[src/rtl/mem_cmd_status_mux.sv]
// mem_cmd_status_mux
// Round-robin N:1 merge of memory command streams onto one memory-side port.
// Every granted command records its source channel in a small in-order
// tracking FIFO; returning status words are steered back to the recorded
// channel strictly in the order the commands were issued.

module mem_cmd_status_mux #(
    parameter int NUM_CHANNELS    = 2,
    parameter int MAX_OUTSTANDING = 16,
    parameter int IDX_W           = (NUM_CHANNELS > 1) ? $clog2(NUM_CHANNELS) : 1,
    parameter int CNT_W           = $clog2(MAX_OUTSTANDING + 1)
) (
    input  logic                         aclk,
    input  logic                         aresetn,

    input  logic [NUM_CHANNELS-1:0]      s_cmd_valid,
    output logic [NUM_CHANNELS-1:0]      s_cmd_ready,
    input  logic [NUM_CHANNELS*64-1:0]   s_cmd_address,
    input  logic [NUM_CHANNELS*32-1:0]   s_cmd_length,

    output logic                         m_cmd_valid,
    input  logic                         m_cmd_ready,
    output logic [63:0]                  m_cmd_address,
    output logic [31:0]                  m_cmd_length,
    output logic [IDX_W-1:0]             m_cmd_dest,

    input  logic                         s_sts_valid,
    output logic                         s_sts_ready,
    input  logic [7:0]                   s_sts_data,

    output logic [NUM_CHANNELS-1:0]      m_sts_valid,
    input  logic [NUM_CHANNELS-1:0]      m_sts_ready,
    output logic [NUM_CHANNELS*8-1:0]    m_sts_data,

    output logic [CNT_W-1:0]             outstanding
);

    localparam int                PTR_W    = $clog2(MAX_OUTSTANDING);
    localparam logic [CNT_W-1:0]  CNT_FULL = CNT_W'(MAX_OUTSTANDING);
    localparam logic [IDX_W-1:0]  LAST_IDX = IDX_W'(NUM_CHANNELS - 1);
    localparam logic [IDX_W:0]    NUM_CH_W = (IDX_W + 1)'(NUM_CHANNELS);

    // ------------------------------------------------------------------
    // State
    // ------------------------------------------------------------------
    logic                   run_q,           run_d;
    logic                   m_cmd_valid_q,   m_cmd_valid_d;
    logic [63:0]            m_cmd_address_q, m_cmd_address_d;
    logic [31:0]            m_cmd_length_q,  m_cmd_length_d;
    logic [IDX_W-1:0]       m_cmd_dest_q,    m_cmd_dest_d;
    logic [IDX_W-1:0]       rr_ptr_q,        rr_ptr_d;
    logic [CNT_W-1:0]       count_q,         count_d;
    logic [PTR_W-1:0]       wr_ptr_q,        wr_ptr_d;
    logic [PTR_W-1:0]       rd_ptr_q,        rd_ptr_d;
    logic [IDX_W-1:0]       fifo_q [MAX_OUTSTANDING];
    logic [IDX_W-1:0]       fifo_d [MAX_OUTSTANDING];

    // ------------------------------------------------------------------
    // Combinational helpers
    // ------------------------------------------------------------------
    logic                   slot_free_s;
    logic                   arb_en_s;
    logic                   grant_found_s;
    logic [IDX_W-1:0]       grant_idx_s;
    logic [IDX_W:0]         cand_sum_s;
    logic [IDX_W-1:0]       cand_idx_s;
    logic                   cand_hit_s;
    logic [63:0]            sel_address_s;
    logic [31:0]            sel_length_s;
    logic                   push_s;
    logic                   pop_s;
    logic                   empty_s;
    logic [IDX_W-1:0]       head_s;

    // Output slot can take a new command when empty or being drained this cycle.
    always_comb begin
        slot_free_s = !m_cmd_valid_q || m_cmd_ready;
        // A full tracker blocks pushes regardless of any pop in the same cycle,
        // so nothing on the status side reaches s_cmd_ready.
        arb_en_s    = run_q && slot_free_s && (count_q != CNT_FULL);
    end

    // Round-robin search: first valid channel starting at rr_ptr_q, wrapping.
    always_comb begin
        grant_found_s = 1'b0;
        grant_idx_s   = '0;
        cand_sum_s    = '0;
        cand_idx_s    = '0;
        cand_hit_s    = 1'b0;
        for (int k = 0; k < NUM_CHANNELS; k++) begin
            cand_sum_s    = {1'b0, rr_ptr_q} + (IDX_W + 1)'(k);
            cand_sum_s    = (cand_sum_s >= NUM_CH_W) ? (cand_sum_s - NUM_CH_W) : cand_sum_s;
            cand_idx_s    = cand_sum_s[IDX_W-1:0];
            cand_hit_s    = !grant_found_s && s_cmd_valid[cand_idx_s];
            grant_idx_s   = cand_hit_s ? cand_idx_s : grant_idx_s;
            grant_found_s = grant_found_s || cand_hit_s;
        end
    end

    // Payload mux for the granted channel.
    always_comb begin
        sel_address_s = 64'h0;
        sel_length_s  = 32'h0;
        for (int i = 0; i < NUM_CHANNELS; i++) begin
            sel_address_s = (grant_idx_s == IDX_W'(i)) ? s_cmd_address[i*64 +: 64] : sel_address_s;
            sel_length_s  = (grant_idx_s == IDX_W'(i)) ? s_cmd_length[i*32 +: 32]  : sel_length_s;
        end
    end

    // Handshake qualifiers and per-channel ready.
    always_comb begin
        push_s = arb_en_s && grant_found_s;
        if (push_s) begin
            s_cmd_ready = NUM_CHANNELS'(1) << grant_idx_s;
        end else begin
            s_cmd_ready = '0;
        end
    end

    // Status steering: head of the tracker selects the destination channel.
    always_comb begin
        empty_s     = (count_q == '0);
        head_s      = fifo_q[rd_ptr_q];
        s_sts_ready = !empty_s && m_sts_ready[head_s];
        pop_s       = s_sts_valid && s_sts_ready;
        if (s_sts_valid && !empty_s) begin
            m_sts_valid = NUM_CHANNELS'(1) << head_s;
        end else begin
            m_sts_valid = '0;
        end
    end

    assign m_sts_data = {NUM_CHANNELS{s_sts_data}};

    // ------------------------------------------------------------------
    // Next-state logic
    // ------------------------------------------------------------------

    // Reset-release qualifier: keeps s_cmd_ready low until the first clock after reset.
    always_comb begin
        run_d = 1'b1;
    end

    // Command output register: load on grant, clear on drain, otherwise hold.
    always_comb begin
        m_cmd_valid_d   = m_cmd_valid_q;
        m_cmd_address_d = m_cmd_address_q;
        m_cmd_length_d  = m_cmd_length_q;
        m_cmd_dest_d    = m_cmd_dest_q;
        if (push_s) begin
            m_cmd_valid_d   = 1'b1;
            m_cmd_address_d = sel_address_s;
            m_cmd_length_d  = sel_length_s;
            m_cmd_dest_d    = grant_idx_s;
        end else if (m_cmd_valid_q && m_cmd_ready) begin
            m_cmd_valid_d   = 1'b0;
        end else begin
            m_cmd_valid_d   = m_cmd_valid_q;
        end
    end

    // Round-robin pointer moves to the channel after the last grant.
    always_comb begin
        if (push_s) begin
            rr_ptr_d = (grant_idx_s == LAST_IDX) ? '0 : (grant_idx_s + IDX_W'(1));
        end else begin
            rr_ptr_d = rr_ptr_q;
        end
    end

    // Tracker storage and pointers; pointers wrap naturally at MAX_OUTSTANDING.
    always_comb begin
        fifo_d   = fifo_q;
        wr_ptr_d = wr_ptr_q;
        rd_ptr_d = rd_ptr_q;
        if (push_s) begin
            fifo_d[wr_ptr_q] = grant_idx_s;
            wr_ptr_d         = wr_ptr_q + PTR_W'(1);
        end else begin
            wr_ptr_d         = wr_ptr_q;
        end
        if (pop_s) begin
            rd_ptr_d = rd_ptr_q + PTR_W'(1);
        end else begin
            rd_ptr_d = rd_ptr_q;
        end
    end

    // Occupancy: simultaneous push and pop leaves it unchanged.
    always_comb begin
        case ({push_s, pop_s})
            2'b10:   count_d = count_q + CNT_W'(1);
            2'b01:   count_d = count_q - CNT_W'(1);
            default: count_d = count_q;
        endcase
    end

    // ------------------------------------------------------------------
    // Registers
    // ------------------------------------------------------------------

    // Control and command-output registers.
    always_ff @(posedge aclk or negedge aresetn) begin
        if (!aresetn) begin
            run_q           <= 1'b0;
            m_cmd_valid_q   <= 1'b0;
            m_cmd_address_q <= 64'h0;
            m_cmd_length_q  <= 32'h0;
            m_cmd_dest_q    <= '0;
            rr_ptr_q        <= '0;
            count_q         <= '0;
            wr_ptr_q        <= '0;
            rd_ptr_q        <= '0;
        end else begin
            run_q           <= run_d;
            m_cmd_valid_q   <= m_cmd_valid_d;
            m_cmd_address_q <= m_cmd_address_d;
            m_cmd_length_q  <= m_cmd_length_d;
            m_cmd_dest_q    <= m_cmd_dest_d;
            rr_ptr_q        <= rr_ptr_d;
            count_q         <= count_d;
            wr_ptr_q        <= wr_ptr_d;
            rd_ptr_q        <= rd_ptr_d;
        end
    end

    // Grant-order tracker entries; cleared on reset so stale records never leak.
    always_ff @(posedge aclk or negedge aresetn) begin
        if (!aresetn) begin
            for (int i = 0; i < MAX_OUTSTANDING; i++) begin
                fifo_q[i] <= '0;
            end
        end else begin
            for (int i = 0; i < MAX_OUTSTANDING; i++) begin
                fifo_q[i] <= fifo_d[i];
            end
        end
    end

    assign m_cmd_valid   = m_cmd_valid_q;
    assign m_cmd_address = m_cmd_address_q;
    assign m_cmd_length  = m_cmd_length_q;
    assign m_cmd_dest    = m_cmd_dest_q;
    assign outstanding   = count_q;

endmodule

[config.mk]
export PLATFORM = sky130hd
export DESIGN_NAME = mem_cmd_status_mux
export DESIGN_NICKNAME = d
export VERILOG_FILES = /design/src/rtl/mem_cmd_status_mux.sv
export SDC_FILE = /design/constraint.sdc
export NUM_CORES = 1
export LEC_CHECK = 0
export ABC_AREA = 1
export BUFFER_PORTS_ARGS = -buffer_cell sky130_fd_sc_hd__buf_2
export CELL_PAD_IN_SITES_DETAIL_PLACEMENT = 1
export CELL_PAD_IN_SITES_GLOBAL_PLACEMENT = 1
export CORE_MARGIN = 1
export CORE_UTILIZATION = 28
export CTS_CLUSTER_DIAMETER = 50
export DETAILED_ROUTE_END_ITERATION = 10
export PLACE_DENSITY_LB_ADDON = 0.1
export SYNTH_ARGS = -nofsm -noshare
export SYNTH_HDL_FRONTEND = slang
export SYNTH_SLANG_ARGS = --single-unit
[constraint.sdc]
create_clock -name aclk -period 2.3 [get_ports aclk]
set_input_delay 0.46 -clock aclk [delete_from_list [all_inputs] [get_ports aclk]]
set_output_delay 0.46 -clock aclk [all_outputs]
set_load 0.1 [all_outputs]
== Word level (Yosys, flattened, before mapping) ==
Cells that the tools add are included.

* Register bits: 129
* Word-level logic and storage cells: 89
* Input bits: 208
* Output and inout port bits: 124

* Mux-type cells: 24
* Equal/unequal tests: 3
* Add/subtract/negate cells: 8
* Order comparisons: 8
* Bitwise operators: 2
* Shifts and indexed selects: 2
* Reduce and logical (&&, ||, !) cells: 17

{| class="wikitable"
|+ Operators with widths
! kind !! number
|-
| $mux W64 || 1
|-
| $mux W32 || 1
|-
| $bwmux W16 || 1
|-
| $mux W1 || 16
|-
| $ge A5 B5 Y1 const B || 2
|-
| $not A4 Y5 || 2
|-
| $pmux W5 S2 || 1
|-
| $logic_and A1 B1 Y1 || 9
|-
| $add A4 B1 Y4 const B || 2
|-
| $lt A1 B2 Y1 const B || 3
|-
| $add A5 B1 Y5 const B || 1
|-
| $logic_not A5 Y1 || 1
|-
| $lt A5 B1 Y1 const B || 1
|-
| $ne A5 B5 Y1 const B || 1
|-
| $sub A5 B1 Y5 const B || 1
|-
| $bmux W1 S4 || 1
|-
| $demux W1 S4 || 1
|-
| $mux W2 || 2
|-
| $reduce_bool A2 Y1 || 2
|-
| $shl A1 B1 Y2 const A || 2
|-
| $logic_not A1 Y1 || 3
|-
| $add A1 B1 Y2 const B || 1
|-
| $eq A2 B1 Y1 const B || 1
|-
| $eq A2 B2 Y1 const B || 1
|-
| 5 further kinds || 7
|}

== Depth between registers and ports, before layout ==
Gate-level depths: netlist of run 1.

* Depth after elaboration: 10
* Gate-level depth with buffers: 17
* Mapped depth without buffers: 17

== Worst setup path after synthesis of run 1 ==
No wires, ideal clock.

* Path kind: flip-flop to output port
* From: reg count_q[4], in the netlist outstanding[4]
* To: out m_sts_valid[1]
* Data arrival time: 2.770 ns
* Data required time: 1.840 ns
* Slack: -0.930 ns
* Path buffers: 0
* Cell stages (with the launch flop): 5
* Cell sequence: dfrtp_1 > inv_1 > nand2_1 > nand2_1 > a21oi_1

* Word-level cells in the longest chain between the ends: 4

{| class="wikitable"
|+ RTL lines
! what !! RTL line !! text
|-
| from (decl) || 52 || <nowiki>logic [CNT_W-1:0] count_q, count_d;</nowiki>
|-
| from (signal assigned) || 221 || <nowiki>count_q <= count_d;</nowiki>
|-
| $logic_not A5 Y1 || 122 || <nowiki>empty_s = (count_q == '0);</nowiki>
|-
| $logic_not A1 Y1 || 126 || <nowiki>if (s_sts_valid && !empty_s) begin</nowiki>
|-
| $logic_and A1 B1 Y1 || 126 ||
|-
| $mux W2 || 126 ||
|-
| to (decl) || 31 || <nowiki>output logic [NUM_CHANNELS-1:0] m_sts_valid,</nowiki>
|}

Every way passes these cells.

== Final worst setup path of run 1 ==
* From: reg rd_ptr_q[0]
* To: out s_sts_ready

* Word-level cells in the longest chain between the ends: 7

{| class="wikitable"
|+ RTL lines
! what !! RTL line !! text
|-
| from (decl) || 54 || <nowiki>logic [PTR_W-1:0] rd_ptr_q, rd_ptr_d;</nowiki>
|-
| from (signal assigned) || 223 || <nowiki>rd_ptr_q <= rd_ptr_d;</nowiki>
|-
| $not A4 Y5 (implied by the code) || 123 || <nowiki>head_s = fifo_q[rd_ptr_q];</nowiki>
|-
| $bmux W1 S4 || 123 ||
|-
| $mux W1 (implied by the code) (2 in a row) || 123 ||
|-
| $mux W1 (implied by the code) (2 in a row) || 124 || <nowiki>s_sts_ready = !empty_s && m_sts_ready[head_s];</nowiki>
|-
| $logic_and A1 B1 Y1 || 124 ||
|-
| to (decl) || 28 || <nowiki>output logic s_sts_ready,</nowiki>
|}

Every way passes these cells. The select of a mux whose other input is x is not followed.

==> results.md, run 1 <==
- Outcome: finished, violations left
- Failing checks: negative setup slack
- Signal arrival time at the worst endpoint: 2.07 ns
- DR vias: 6122
- Average wire per standard cell: 16.05 µm
- Initial Util: 28.90%
- Die Height: ~150 µm
- DR pass1 iterations: 6
- Setup crit end kind: primary output
- Die width: 150.0 µm
- Detail Route Antenna Nets: 0
- Leakage: 4.814 nW
- Final min period: 2.531 ns
- CTS max path bufs: 2
- Clk slew on worst S/H paths: 0.06 ns
- Slew Limit Fails: 0
- Final instance area: 9094 µm²
- Fin worst setup slack: -0.2308 ns
- Top Ports: roughly 330
- Critical Path, Cell by Cell: buf_6, nand2_1, nand3_1, nand3_2, nand3_4, nand2_4, buf_6, nand2_2, nand2_2, inv_2, a21oi_4, buf_12
- Filler cell count: approximately 2700
- Post-synthesis sequential area ratio: between 50% and 60%
- Crit share post-route: 110.0%
- Most frequent cells in the layout: 353 x nand2_1, 301 x buf_2, 122 x dfrtp_1
- Vias per Instance: between 4 and 5
- Critical path class: flop to primary output
- Ys Warns: 0
- Maximum number of pins on one net before global-route repair: 67
- CTS H-tree lvls: 4
- Peak supply drop: slightly above 0.7 mV
- Core box area: about 21000 µm²
- Post-Syn Nets: 981
- Worst Skew: 0.01002 ns
- First-pass GRT wire length: 34130 µm
- Final Setup Violations: 6
- Max_cap viols: 0
- Dpl cell area: 8187 µm²
- Asr flop ratio synth: between 90% and 100%
- Synthesized flop and latch total: 129
- Clock latency at the later pin of the worst-skew pair: slightly above 0.4 ns
- Synth cell types: 26
- # rows: 53
- Total power: ~16 mW
- CTS tree: built
- Hpwl dp: 15940 µm
- CP bufs+invs: 4
- Mapped Avg Cell Area: roughly 8 µm²
- Most common cell after layout, fill and taps aside: nand2_1
- F_max: 395.1 MHz
- Crit-path max FO: 4
- Worst hold margin: 0.2490 ns
- Initial antenna violation count: 5
- CP startpoint kind: flop
- Clock Sinks: 129
- Crit-path slowest cell: dfrtp_2
- Routed WL: approximately 22000 µm
- Ys flop type: dfrtp_1
- Number of flops mapped to enable cells by yosys: 0
- Vias in the first global route: 6340
- Final nets: 1301
- Root Driver: clkbuf_16
- CP top delay family: simple AND/OR/NAND/NOR gates
- CTS Buf Count: 17
- Power Dens Cells: roughly 1700 nW/µm²
- GP Congestion: 0.7709
- Synthesis-to-layout area growth: 48.27%
- PortBufs: 307
- TNS Setup: -0.8574 ns
- Share of layout cells above drive strength 1: 40.15%
- Worst Tran Pin Value: roughly 0.54 ns
- Worst EP required: 1.84 ns
- RSZ-0062 raised after global routing: true
- Grt total ovfl: 0
- Initial DRC count: 195
- Post-route DRC: 0
- Cells after Synth: 763
- Worst slack, placed: -0.1329 ns
- Hold crit path type: input pin to flop
- Synthesized area: just over 6000 µm²
- Relative slew slack: between 60 and 70%
- Max stage delay on crit path: 0.47 ns
- Count of final hold-check violations: 0
- Die area: 22500 µm²
- Total track usage: 19.85%
## layout make-up
type	count	area [µm²]	area share, %
diodes	3	7.507	0.08255
clock buffers	18	429.2	4.719
clock inverters	14	165.2	1.816
inverters	35	136.4	1.500
multi-input cells	550	2704	29.73
flip-flops and latches	129	3244	35.68
well taps	275	344.1	3.784
repair buffers	349	2058	22.63
repair inverters	1	5.005	0.05504
## metrics by stage
stage | cells | utilization, %
5_1_grt | 1373 | 42.84
3_3_place_gp | 1327 | 38.58
2_1_floorplan | 763 | -
4_1_cts | 1373 | 42.59
6_report | 1374 | 42.85
3_5_place_dp | 1327 | 38.58
## cells by family after synthesis
group / count (synthesis) / share of synthesized area, %
simple gates: 502 / 33.78
flops: 129 / 52.63
buf+inv: 84 / 7.589
compound gates: 30 / 2.774
fa+ha+maj: 10 / 2.162
xor+xnor: 7 / 0.9996
other cells: 1 / 0.06114
## cells in the mapped netlist (6+ instances only)
library cell / n / share of area [%]
clkbuf_1: 11 / 0.67
nand2_1: 365 / 22
ha_1: 9 / 1.8
o21ai_0: 19 / 1.6
inv_1: 34 / 2.1
a21oi_1: 7 / 0.57
buf_2: 6 / 0.49
buf_6: 6 / 1.1
xor2_1: 6 / 0.86
nand3_1: 120 / 9.8
dfrtp_1: 129 / 53
nor2_1: 12 / 0.73
buf_4: 26 / 3.2
## state kept, by name (all words and copies together) (netlist names)
name / count
rd_ptr_q: 4
rr_ptr_q: 1
fifo_q: 16
m_cmd_dest: 1
m_cmd_length: 32
run_q: 1
m_cmd_valid: 1
m_cmd_address: 64
outstanding: 5
wr_ptr_q: 4
## report_power, final
| part | total (mW) | switching, mW | internal [mW] | leakage, nW |
|---|---|---|---|---|
| sequential | 3.70 | 0.560 | 3.14 | 1.60 |
| combinational | 9.35 | 7.29 | 2.06 | 2.94 |
| clock | 2.76 | 1.06 | 1.70 | 0.278 |
## tightest hold or removal path, stage by stage
cell and delay, ns:
buf_2 0.07, nand2_1 0.04, nand3_1 0.05
## routing by layer
layer  vias up  track usage (%)  wire length (µm)
met5         -                0                13
li1       3037                -                 -
met2       197            33.43             11040
met1      2866            23.41              8873
met3        20            8.018              1838
met4         2            4.848               295
## final timing paths
check | from | endpoint | slack, ns | depth (start not counted)
max in group asynchronous | aresetn | m_cmd_address[53] | 1.11 | 3
worst min-delay path | s_cmd_address[12] | m_cmd_address[12] | 0.25 | 3
worst max register to register | rd_ptr_q[0] | outstanding[4] | -0.20 | 17
min in group asynchronous | aresetn | rd_ptr_q[3] | 0.53 | 2
worst max-delay path | rd_ptr_q[0] | s_sts_ready | -0.23 | 12
worst min register to register | fifo_q[13] | fifo_q[13] | 0.48 | 2
## what timing repair did
| action | CTS | global route |
|---|---|---|
| hold endpoints to repair | 7 | 0 |
| hold buffers | 1 | 0 |
| setup buffers | 11 | 1 |
| pin swaps | 16 | 9 |
| cloned | 2 | 0 |
| gates resized for setup | 37 | 16 |
| setup endpoints to repair | 8 | 12 |
Power figures use the tool's default switching activity.
==> run 2: changes to the inputs <==
- CORE_UTILIZATION: 28 -> 29
- CTS_BUF_LIST: default -> sky130_fd_sc_hd__clkbuf_4 sky130_fd_sc_hd__clkbuf_8
==> run 2 against run 1 <==
Effect of this change:
- sequential power about the same
- largest power group unchanged
- sequential cell count unchanged
- first-iteration DRC count up 28%
- fmax up 0.80%
- core utilization up 0.33 points
- the run still ends with negative setup slack left
- final cell count down 0.73%
- highest routed layer unchanged
- critical endpoint unchanged
- die area down 3.4%
==> results.md, run 2 (synthesis gave the netlist of run 1 again) <==
- Finished Core Util: 43.18% (+0.33 points)
- Post-route DRC: 0 (unchanged)
- Die Height: 147.4 µm (-1.7%)
- DR pass1 iterations: 4 (-2)
- Setup crit end kind: primary output
- CTS Buf Count: 17 (unchanged)
- DR vias: 6101 (-0.34%)
- Power Dens Cells: 1709 nW/µm² (-1.7%)
- Most frequent cells in the layout: 347 x nand2_1, 301 x buf_2, 121 x dfrtp_1
- RSZ-0062 raised after global routing: true
- Final nets: 1296 (-0.38%)
- Peak supply drop: 0.7197 mV (+0.52%)
- Core box area: 20490 µm² (-3.4%)
- CTS H-tree lvls: 4 (unchanged)
- Outcome: finished, violations left
- Hold crit path type: input pin to flop
- Initial antenna violation count: 4 (-1)
- Failing checks: negative setup slack
- Leakage: 4.704 nW (-2.3%)
- GP Congestion: 0.7598 (-1.4%)
- CTS max path bufs: 2 (unchanged)
- Worst Skew: 0.01267 ns (+0.002645 ns)
- Clk slew on worst S/H paths: 0.09 ns (+0.03 ns)
- First-pass GRT wire length: 35270 µm (+3.3%)
- CP startpoint kind: flop
- Fin worst setup slack: -0.2108 ns (+0.01997 ns)
- Grt total ovfl: 0 (unchanged)
- Maximum number of pins on one net before global-route repair: 81 (+21%)
- Crit share post-route: 109.2% (-0.87 points)
- Die area: 21740 µm² (-3.4%)
- Worst Tran Pin Value: 0.5593 ns (+0.01633 ns)
- Vias in the first global route: 6473 (+2.1%)
- Routed WL: 21920 µm (-0.62%)
- Share of layout cells above drive strength 1: 40.33% (+0.18 points)
- Synthesis-to-layout area growth: 44.29%
- Hpwl dp: 15930 µm (about the same)
- Initial Util: 29.93% (+1.0 points)
- Die width: 147.4 µm (-1.7%)
- PortBufs: 307 (unchanged)
- Average wire per standard cell: 16.07 µm (+0.11%)
- Max FFs per register: 64 (unchanged)
- Worst EP required: 1.84 ns (about the same)
- F_max: 398.3 MHz (+0.80%)
- Final Setup Violations: 8 (+2)
- Signal arrival time at the worst endpoint: 2.05 ns (-0.02 ns)
- Total power: 15.12 mW (-4.3%)
- Count of final hold-check violations: 0 (unchanged)
- Total track usage: 20.94% (+1.1 points)
- Clock latency at the later pin of the worst-skew pair: 0.45 ns (+0.04 ns)
- Most common cell after layout, fill and taps aside: nand2_1
- # rows: 52 (-1.9%)
- Crit-path max FO: 4 (unchanged)
- CTS tree: built
- Detail Route Antenna Nets: 0 (unchanged)
- Max_cap viols: 0 (unchanged)
- Relative slew slack: 62.97% (-1.1 points)
- Vias per Instance: 4.473 (+0.39%)
- Critical path class: flop to primary output
- Top Ports: 332 (unchanged)
- Initial DRC count: 249 (+28%)
- Slew Limit Fails: 0 (unchanged)
- Final min period: 2.511 ns (-0.01997 ns)
- Clock Sinks: 129 (unchanged)
- Root Driver: clkbuf_8
[run 2: power by group]
part | leakage [nW] | total (mW) | internal (mW) | switching, mW
clock network | 0.203 | 2.10 | 1.09 | 1.02
logic | 2.90 | 9.33 | 2.02 | 7.31
registers | 1.60 | 3.68 | 3.13 | 0.552
[run 2: path summary, 6_finish.rpt]
| kind | slack, ns | startpoint | to | depth (start not counted) |
|---|---|---|---|---|
| max | -0.21 | rd_ptr_q[0] | s_sts_ready | 12 |
| min | 0.21 | s_cmd_address[15] | m_cmd_address[15] | 3 |
| max reg2reg | -0.16 | rd_ptr_q[0] | outstanding[4] | 17 |
| min reg2reg | 0.49 | fifo_q[1] | fifo_q[1] | 2 |
| max in group asynchronous | 1.13 | aresetn | m_cmd_address[27] | 3 |
| min in group asynchronous | 0.53 | aresetn | rd_ptr_q[3] | 2 |
[run 2: layout make-up]
type | count | area, µm²
Fill cell | 2583 | 11640
Sequential cell | 129 | 3246
Tap cell | 270 | 337.8
Antenna cell | 3 | 7.507
Timing Repair inverter | 1 | 6.256
Clock inverter | 15 | 183.9
Multi-Input combinational cell | 550 | 2711
Timing Repair Buffer | 344 | 1987
Inverter | 35 | 136.4
Clock buffer | 17 | 234.0
[run 2: routing by layer]
| metal | vias to the layer above | global-route usage [%] | share of wire, % |
|---|---|---|---|
| li1 | 3023 | - | - |
| met1 | 2855 | 26.16 | 42 |
| met2 | 191 | 34.65 | 49 |
| met3 | 30 | 6.204 | 6.9 |
| met4 | 2 | 6.753 | 1.9 |
| met5 | - | 0 | 0.036 |
[run 2: metrics by stage]
stage	cells	area, µm²	hold WS (ns)	setup WS (ns)	TNS (ns)
after floorplan	763	6233	0.1644	-0.2401	-0.7550
after global placement	1319	8108	0.4640	-0.08551	-0.1227
after detailed placement	1319	8108	0.4727	-0.1994	-0.4688
after CTS	1359	8740	0.1745	-0.2458	-0.9597
after global routing	1363	8847	0.1841	-0.3145	-1.781
final	1364	8850	0.2064	-0.2108	-0.9280
[run 2: timing repair]
action,4_1_cts,5_1_grt
hold buffers,1,0
endpoints found under the hold margin,46,0
pin swaps,23,15
gates resized for setup,40,22
cloned,2,0
setup endpoints to repair,8,9
setup buffers,5,2
[run 2: worst max-delay path, stage by stage, from the launching register on]
cell	delay [ns]
dfrtp_2	0.47
buf_6	0.15
nand2_1	0.07
nand3_1	0.09
nand3_2	0.09
nand3_4	0.10
nand2_4	0.08
buf_6	0.10
nand2_4	0.04
nand2_4	0.05
inv_2	0.04
a21oi_4	0.13
buf_12	0.19
